`src/rtl/bcd_mmss_timer_if.sv`:
```
// Bundles the mm:ss timer's control inputs and its display/status outputs.
// master drives load/run/values in; slave is the timer itself.
interface bcd_mmss_timer_if #(
  parameter int MIN_DIGITS = 2
);
  logic                    load;
  logic [4*MIN_DIGITS-1:0] load_min;
  logic [7:0]              load_sec;
  logic                    mode;
  logic                    run;
  logic [4*MIN_DIGITS-1:0] min_bcd;
  logic [7:0]              sec_bcd;
  logic                    running;
  logic                    done;
  logic                    expire;
  logic                    sec_tick;

  modport master (
    output load, load_min, load_sec, mode, run,
    input  min_bcd, sec_bcd, running, done, expire, sec_tick
  );

  modport slave (
    input  load, load_min, load_sec, mode, run,
    output min_bcd, sec_bcd, running, done, expire, sec_tick
  );
endinterface

```
`src/rtl/bcd_mmss_timer.sv`:
```
// BCD mm:ss up/down timer with prescaled one-second steps, pause that keeps
// the sub-second phase, clamped load, sticky done and one-cycle expire pulse.
//
// state    | meaning
// ---------+-----------------------------------------------------------
// ST_IDLE  | value loaded (or reset), waiting for run
// ST_RUN   | prescaler advancing, one step per TICKS_PER_SEC cycles
// ST_PAUSE | run dropped; value and prescaler phase frozen
// ST_DONE  | terminal value reached; frozen until load or reset
module bcd_mmss_timer #(
  parameter int TICKS_PER_SEC = 50000000,
  parameter int MIN_DIGITS    = 2
) (
  input  logic               clk,
  input  logic               resetn,
  bcd_mmss_timer_if.slave    bus
);

  localparam int MW = 4 * MIN_DIGITS;
  localparam int PW = (TICKS_PER_SEC > 2) ? $clog2(TICKS_PER_SEC) : 1;
  localparam logic [PW-1:0] PS_LAST  = PW'(TICKS_PER_SEC - 1);
  localparam logic [MW-1:0] MIN_ALL9 = {MIN_DIGITS{4'h9}};

  typedef enum logic [1:0] {
    ST_IDLE  = 2'd0,
    ST_RUN   = 2'd1,
    ST_PAUSE = 2'd2,
    ST_DONE  = 2'd3
  } state_t;

  state_t        state_q, state_d;
  logic [MW-1:0] min_q, min_d;
  logic [7:0]    sec_q, sec_d;
  logic [PW-1:0] presc_q, presc_d;
  logic          mode_q, mode_d;
  logic          running_q, running_d;
  logic          done_q, done_d;
  logic          expire_q, expire_d;
  logic          tick_q, tick_d;

  logic [MW-1:0] step_min;
  logic [7:0]    step_sec;

  // Limit a single BCD digit to max (covers the A..F codes).
  function automatic logic [3:0] clamp_digit(input logic [3:0] d, input logic [3:0] max);
    clamp_digit = (d > max) ? max : d;
  endfunction

  function automatic logic [MW-1:0] clamp_min(input logic [MW-1:0] m);
    logic [MW-1:0] r;
    r = '0;
    for (int i = 0; i < MIN_DIGITS; i++) begin
      r[4*i +: 4] = clamp_digit(m[4*i +: 4], 4'd9);
    end
    clamp_min = r;
  endfunction

  // Ripple borrow through the minute digits, least significant first.
  function automatic logic [MW-1:0] min_dec(input logic [MW-1:0] m);
    logic [MW-1:0] r;
    logic          borrow;
    r      = m;
    borrow = 1'b1;
    for (int i = 0; i < MIN_DIGITS; i++) begin
      if (borrow) begin
        if (m[4*i +: 4] == 4'd0) begin
          r[4*i +: 4] = 4'd9;
        end else begin
          r[4*i +: 4] = m[4*i +: 4] - 4'd1;
          borrow      = 1'b0;
        end
      end
    end
    min_dec = r;
  endfunction

  // Ripple carry through the minute digits, least significant first.
  function automatic logic [MW-1:0] min_inc(input logic [MW-1:0] m);
    logic [MW-1:0] r;
    logic          carry;
    r     = m;
    carry = 1'b1;
    for (int i = 0; i < MIN_DIGITS; i++) begin
      if (carry) begin
        if (m[4*i +: 4] == 4'd9) begin
          r[4*i +: 4] = 4'd0;
        end else begin
          r[4*i +: 4] = m[4*i +: 4] + 4'd1;
          carry       = 1'b0;
        end
      end
    end
    min_inc = r;
  endfunction

  function automatic logic is_terminal(input logic [MW-1:0] m, input logic [7:0] s,
                                       input logic up);
    if (up) begin
      is_terminal = (m == MIN_ALL9) && (s == 8'h59);
    end else begin
      is_terminal = (m == '0) && (s == 8'h00);
    end
  endfunction

  // One-second step candidate in the latched direction; only applied on a prescaler wrap.
  always_comb begin
    step_min = min_q;
    step_sec = sec_q;
    if (mode_q) begin
      if (sec_q[3:0] != 4'd9) begin
        step_sec[3:0] = sec_q[3:0] + 4'd1;
      end else begin
        step_sec[3:0] = 4'd0;
        if (sec_q[7:4] != 4'd5) begin
          step_sec[7:4] = sec_q[7:4] + 4'd1;
        end else begin
          step_sec[7:4] = 4'd0;
          step_min      = min_inc(min_q);
        end
      end
    end else begin
      if (sec_q[3:0] != 4'd0) begin
        step_sec[3:0] = sec_q[3:0] - 4'd1;
      end else begin
        step_sec[3:0] = 4'd9;
        if (sec_q[7:4] != 4'd0) begin
          step_sec[7:4] = sec_q[7:4] - 4'd1;
        end else begin
          step_sec[7:4] = 4'd5;
          step_min      = min_dec(min_q);
        end
      end
    end
  end

  // Next-state, value, prescaler and output-pulse logic; load overrides everything.
  always_comb begin
    state_d  = state_q;
    min_d    = min_q;
    sec_d    = sec_q;
    presc_d  = presc_q;
    mode_d   = mode_q;
    expire_d = 1'b0;
    tick_d   = 1'b0;

    if (bus.load) begin
      min_d   = clamp_min(bus.load_min);
      sec_d   = {clamp_digit(bus.load_sec[7:4], 4'd5), clamp_digit(bus.load_sec[3:0], 4'd9)};
      mode_d  = bus.mode;
      presc_d = '0;
      state_d = ST_IDLE;
    end else begin
      unique case (state_q)
        ST_IDLE, ST_PAUSE: begin
          if (bus.run) begin
            // Starting at the terminal value finishes immediately without a step.
            if (is_terminal(min_q, sec_q, mode_q)) begin
              state_d  = ST_DONE;
              expire_d = 1'b1;
            end else begin
              state_d = ST_RUN;
            end
          end
        end
        ST_RUN: begin
          if (!bus.run) begin
            state_d = ST_PAUSE;
          end else if (presc_q == PS_LAST) begin
            presc_d = '0;
            min_d   = step_min;
            sec_d   = step_sec;
            tick_d  = 1'b1;
            if (is_terminal(step_min, step_sec, mode_q)) begin
              state_d  = ST_DONE;
              expire_d = 1'b1;
            end
          end else begin
            presc_d = presc_q + PW'(1);
          end
        end
        ST_DONE: begin
          state_d = ST_DONE;
        end
        default: begin
          state_d = ST_IDLE;
        end
      endcase
    end

    running_d = (state_d == ST_RUN);
    done_d    = (state_d == ST_DONE);
  end

  // All state and outputs registered; reset clears everything asynchronously.
  always_ff @(posedge clk or negedge resetn) begin
    if (!resetn) begin
      state_q   <= ST_IDLE;
      min_q     <= '0;
      sec_q     <= '0;
      presc_q   <= '0;
      mode_q    <= 1'b0;
      running_q <= 1'b0;
      done_q    <= 1'b0;
      expire_q  <= 1'b0;
      tick_q    <= 1'b0;
    end else begin
      state_q   <= state_d;
      min_q     <= min_d;
      sec_q     <= sec_d;
      presc_q   <= presc_d;
      mode_q    <= mode_d;
      running_q <= running_d;
      done_q    <= done_d;
      expire_q  <= expire_d;
      tick_q    <= tick_d;
    end
  end

  assign bus.min_bcd  = min_q;
  assign bus.sec_bcd  = sec_q;
  assign bus.running  = running_q;
  assign bus.done     = done_q;
  assign bus.expire   = expire_q;
  assign bus.sec_tick = tick_q;

endmodule

```
`src/flat_wrapper.sv`:
```
// flat-port wrapper written by rule: the top's interface ports become plain ports
module bcd_mmss_timer_flat 
#(
  parameter int TICKS_PER_SEC = 50000000,
  parameter int MIN_DIGITS    = 2
)
  (clk, resetn, bus_load, bus_load_min, bus_load_sec, bus_mode, bus_run, bus_min_bcd, bus_sec_bcd, bus_running, bus_done, bus_expire, bus_sec_tick);
  bcd_mmss_timer_if #(.MIN_DIGITS(MIN_DIGITS)) bus_i ();
  input  logic clk;
  input  logic resetn;
  input wire logic [$bits(bus_i.load)-1:0] bus_load;
  input wire logic [$bits(bus_i.load_min)-1:0] bus_load_min;
  input wire logic [$bits(bus_i.load_sec)-1:0] bus_load_sec;
  input wire logic [$bits(bus_i.mode)-1:0] bus_mode;
  input wire logic [$bits(bus_i.run)-1:0] bus_run;
  output wire logic [$bits(bus_i.min_bcd)-1:0] bus_min_bcd;
  output wire logic [$bits(bus_i.sec_bcd)-1:0] bus_sec_bcd;
  output wire logic [$bits(bus_i.running)-1:0] bus_running;
  output wire logic [$bits(bus_i.done)-1:0] bus_done;
  output wire logic [$bits(bus_i.expire)-1:0] bus_expire;
  output wire logic [$bits(bus_i.sec_tick)-1:0] bus_sec_tick;
  assign bus_i.load = bus_load;
  assign bus_i.load_min = bus_load_min;
  assign bus_i.load_sec = bus_load_sec;
  assign bus_i.mode = bus_mode;
  assign bus_i.run = bus_run;
  assign bus_min_bcd = bus_i.min_bcd;
  assign bus_sec_bcd = bus_i.sec_bcd;
  assign bus_running = bus_i.running;
  assign bus_done = bus_i.done;
  assign bus_expire = bus_i.expire;
  assign bus_sec_tick = bus_i.sec_tick;
  bcd_mmss_timer #(.TICKS_PER_SEC(TICKS_PER_SEC), .MIN_DIGITS(MIN_DIGITS)) u_core (.clk(clk), .resetn(resetn), .bus(bus_i));
endmodule
```
`config.mk`:
```
export PLATFORM = sky130hd
export DESIGN_NAME = bcd_mmss_timer_flat
export DESIGN_NICKNAME = d
export VERILOG_FILES = /design/src/rtl/bcd_mmss_timer_if.sv /design/src/rtl/bcd_mmss_timer.sv /design/src/flat_wrapper.sv
export SDC_FILE = /design/constraint.sdc
export NUM_CORES = 1
export LEC_CHECK = 0
export ABC_AREA = 1
export CAP_MARGIN = 0
export CORE_ASPECT_RATIO = 0.6
export CORE_MARGIN = 2
export CORE_UTILIZATION = 51
export CTS_BUF_LIST = sky130_fd_sc_hd__clkbuf_8
export DETAILED_ROUTE_END_ITERATION = 6
export PLACE_DENSITY = 0.74
export SLEW_MARGIN = 20
export SYNTH_ARGS = -nofsm -noshare
export SYNTH_HDL_FRONTEND = slang
export SYNTH_SLANG_ARGS = --single-unit
```
`constraint.sdc`:
```
create_clock -name clk -period 4.58 [get_ports clk]
set_input_delay 0.916 -clock clk [delete_from_list [all_inputs] [get_ports clk]]
set_output_delay 0.916 -clock clk [all_outputs]
set_load 0.02 [all_outputs]
```
==> run_results.csv <==
group,metric,value,unit
run_status,run_status,"completed",
die,initial_utilization,0.520,
clocking,postCtsSetupBuffers,0,
synthesis,synthArstFlopShare,1.00,
worst_setup_path,criticalPathCategory,"in -> reg",
die,pin_count,41,
drt,first_pass_iters,5,
die,die_y,67.3,um
timing,max_freq,0.332,GHz
clocking,cts-resized-gates,0,
worst_setup_path,r2r_setup_slack,2050,ps
cells_and_area,final_cell_mix,"nand2_1 (106), inv_1 (58), nor2_1 (49), dfrtp_1 (49), nand3_1 (41)",
cells_and_area,insertedDiodeCount,0,
timing,finalHoldViolCount,0,
drt,route.detailed.drc,0,
pwr,power_frac_clock,0.291,
worst_setup_path,crit_buf_inv,5,
drt,wl,9.37,mm
die,std_cell_rows,23,
synthesis,synth.avg_cell_area,7.00,um2
global_route,grt_pass1_wl,15.4,mm
worst_setup_path,reg2reg_to,"u_core.bus.min_bcd[7]",
clocking,root_buffer,"clkbuf_8",
cells_and_area,final_common_cell,"nand2_1",
worst_setup_path,slowest_stage,"clkdlybuf4s50_1",
timing,finClkSkew,14.2,ps
cells_and_area,fill_cells,593,
pwr,cellPowerDensity,290,nW/um2
die,coreArea,6560,um2
drt,ant_nets,0,
synthesis,yosysSeqAreaShare,0.360,
worst_setup_path,crit_path_max_incr_delay,450,ps
global_route,grt_pass1_vias,3115,
worst_hold_path,hold_path_class,"reg -> reg",
clocking,h-tree-depth,2,
worst_setup_path,worstPathArrival,3210,ps
pwr,power_switching,0.406,mW
synthesis,synth-seq-cells,49,
cells_and_area,multi_input_area,1880,um2
synthesis,yosys-top-cells-area,"dfrtp_1 (36%), nand2_1 (12%), inv_1 (6.4%)",
worst_setup_path,path_cells,"clkdlybuf4s50_1 -> buf_4 -> inv_1 -> nand2_4 -> nand3_2 -> inv_2 -> nand3_1 -> inv_2 -> nand3_1 -> nor3_2 -> nand3_1 -> o21ai_1 -> a21oi_1",
placed_design,dpl.hpwl,7.06,mm
drt,wl_per_cell,15.3,um
clocking,cts_max_path_buffers,2,
synthesis,syn-num-nets,509,
cells_and_area,finalNetCount,547,
clocking,clkSlewWorstSetupHoldPaths,100,ps
worst_setup_path,critPathTopFamily,"buffers and inverters",
synthesis,syn-cell-area,3410,um2
cells_and_area,layout-drive-gt1-share,0.0932,
worst_setup_path,rr_worst_depth,9,
drt,num_vias,3540,
worst_setup_path,end_kind,"register",
synthesis,ys_warn_count,0,
worst_setup_path,crit_path_start,"bus_load",
synthesis,synth_top_cell_by_area,"dfrtp_1",
synthesis,synth_cells,487,
pwr,vdd_drop_max,0.166,mV
clocking,cts_tree,"done",
worst_setup_path,startpoint_type,"primary input",
pwr,p_int,0.752,mW
placed_design,gp_congestion,0.935,
timing,finalMaxSlewViolations,0,
synthesis,synth_edf_count,0,
worst_setup_path,cp_max_fo,23,
job,cap_violations,0,
drt,viasPerCell,5.77,
worst_setup_path,crit_end,"u_core.presc_q[23]",
global_route,grt_overflow,0,
worst_hold_path,hp-start,"u_core.presc_q[6]",
timing,period_minus_slack,3020,ps
timing,fin_tns_setup,0,ps
synthesis,synth_ff_type,"dfrtp_1",
clocking,holdBufCountCts,0,
clocking,numCtsBuffers,5,
global_route,grt_use_total,0.270,
timing,tightest_slew,812,ps
synthesis,synth_top_area_share,0.360,
timing,setup_viol,0,
pwr,seqPwrFrac,0.433,
clocking,cts_sinks,49,
pwr,p_leak,1.75,nW
synthesis,ys_types,45,
worst_setup_path,reg2reg_from,"u_core.presc_q[1]",
timing,rsz0062_at_grt,"no",
pwr,comb_power_share,0.276,
cells_and_area,seqCellArea,1230,um2
die,die_x,110,um
placed_design,portBuffers,40,
clocking,worstSkewPairLatency,310,ps
die,dieArea,7380,um2
pwr,swShare,0.351,
worst_setup_path,path_depth,13,
timing,slew_headroom,0.455,
drt,drtIter0Drc,354,
timing,final.period_utilization,0.658,
worst_setup_path,crit_path_frequent_cell,"nand3_1",
worst_setup_path,critPathRequiredTime,4770,ps
global_route,antenna_found_initial,0,
cells_and_area,syn2layout_area_growth,17.2,%
global_route,grt_max_degree,50,
pwr,power,1.16,mW
## layout make-up
class                           instances  area share
Multi-Input combinational cell        361       0.470
Inverter                               65      0.0611
Clock buffer                            6      0.0207
Clock inverter                          2     0.00939
Tap cell                               87      0.0272
Sequential cell                        49       0.307
Timing Repair Buffer                   43       0.105
## metal layers
metal  share of wire  GRT usage
met5               0          0
met4          0.0035     0.0380
met3            0.11     0.0753
met2            0.39      0.367
met1            0.49      0.426
## sequential cells by signal, indices dropped and copies added (netlist names)
signal	count
u_core.bus.done	1
u_core.bus.expire	1
u_core.bus.min_bcd	8
u_core.bus.running	1
u_core.bus.sec_bcd	8
u_core.bus.sec_tick	1
u_core.mode_q	1
u_core.presc_q	26
u_core.state_q	2
## worst min-delay path, cell delays in order, from the launching register on
cell,delay [ps]
dfrtp_1,390
inv_1,60
a21oi_1,60
## cell usage after synthesis (2+ instances only)
cell type,n
nand2_1,106
inv_1,58
dfrtp_1,49
nor2_1,49
nand3_1,41
o21ai_0,32
a21oi_1,28
nor3_1,17
nand4_1,14
nor2_2,8
xor2_1,8
a22oi_1,5
buf_2,5
inv_2,5
nand3_2,5
o21ai_1,5
a31oi_1,4
clkbuf_1,4
nand2_2,4
nand2_4,4
a211oi_1,3
o22ai_1,3
buf_4,2
clkinv_1,2
nor2_4,2
nor3_2,2
nor4_1,2
o211ai_1,2
xnor2_1,2
## worst min-delay path by stage
stage | to | slack (ps) | cells past startpoint
global placement | u_core.presc_q[6] | 510 | 2
CTS | u_core.presc_q[6] | 540 | 2
finish | u_core.presc_q[6] | 540 | 2
detailed placement | u_core.presc_q[6] | 520 | 2
global route | u_core.presc_q[6] | 570 | 2
floorplan | u_core.presc_q[6] | 490 | 2
## power by group through the flow
stage	Clock (mW)	Sequential [mW]	Combinational, mW
floorplan	0	0.516	0.189
global placement	0	0.507	0.308
detailed placement	0	0.508	0.315
CTS	0.339	0.500	0.316
global route	0.356	0.506	0.355
finish	0.337	0.501	0.320
## logic make-up after synthesis
kind of cell,after synthesis,share of synthesized area
adders and majority gates,1,0.00367
buffers and inverters,77,0.0892
xor gates and xnor gates,10,0.0257
and+or+nand+nor,257,0.358
AOI/OAI and AO/OA,93,0.164
DFF,49,0.360
## metrics by stage
stage | cell area [um2] | setup slack [ps] | utilization | hold WS, ps | cells
2_1_floorplan | 3410 | 2530 | - | 494 | 487
3_3_place_gp | 3880 | 1460 | 0.591 | 508 | 605
3_5_place_dp | 3880 | 1330 | 0.591 | 523 | 605
4_1_cts | 4000 | 1640 | 0.609 | 539 | 613
5_1_grt | 4000 | 1360 | 0.609 | 568 | 613
6_report | 4000 | 1560 | 0.609 | 537 | 613
Power figures use the tool's default switching activity.
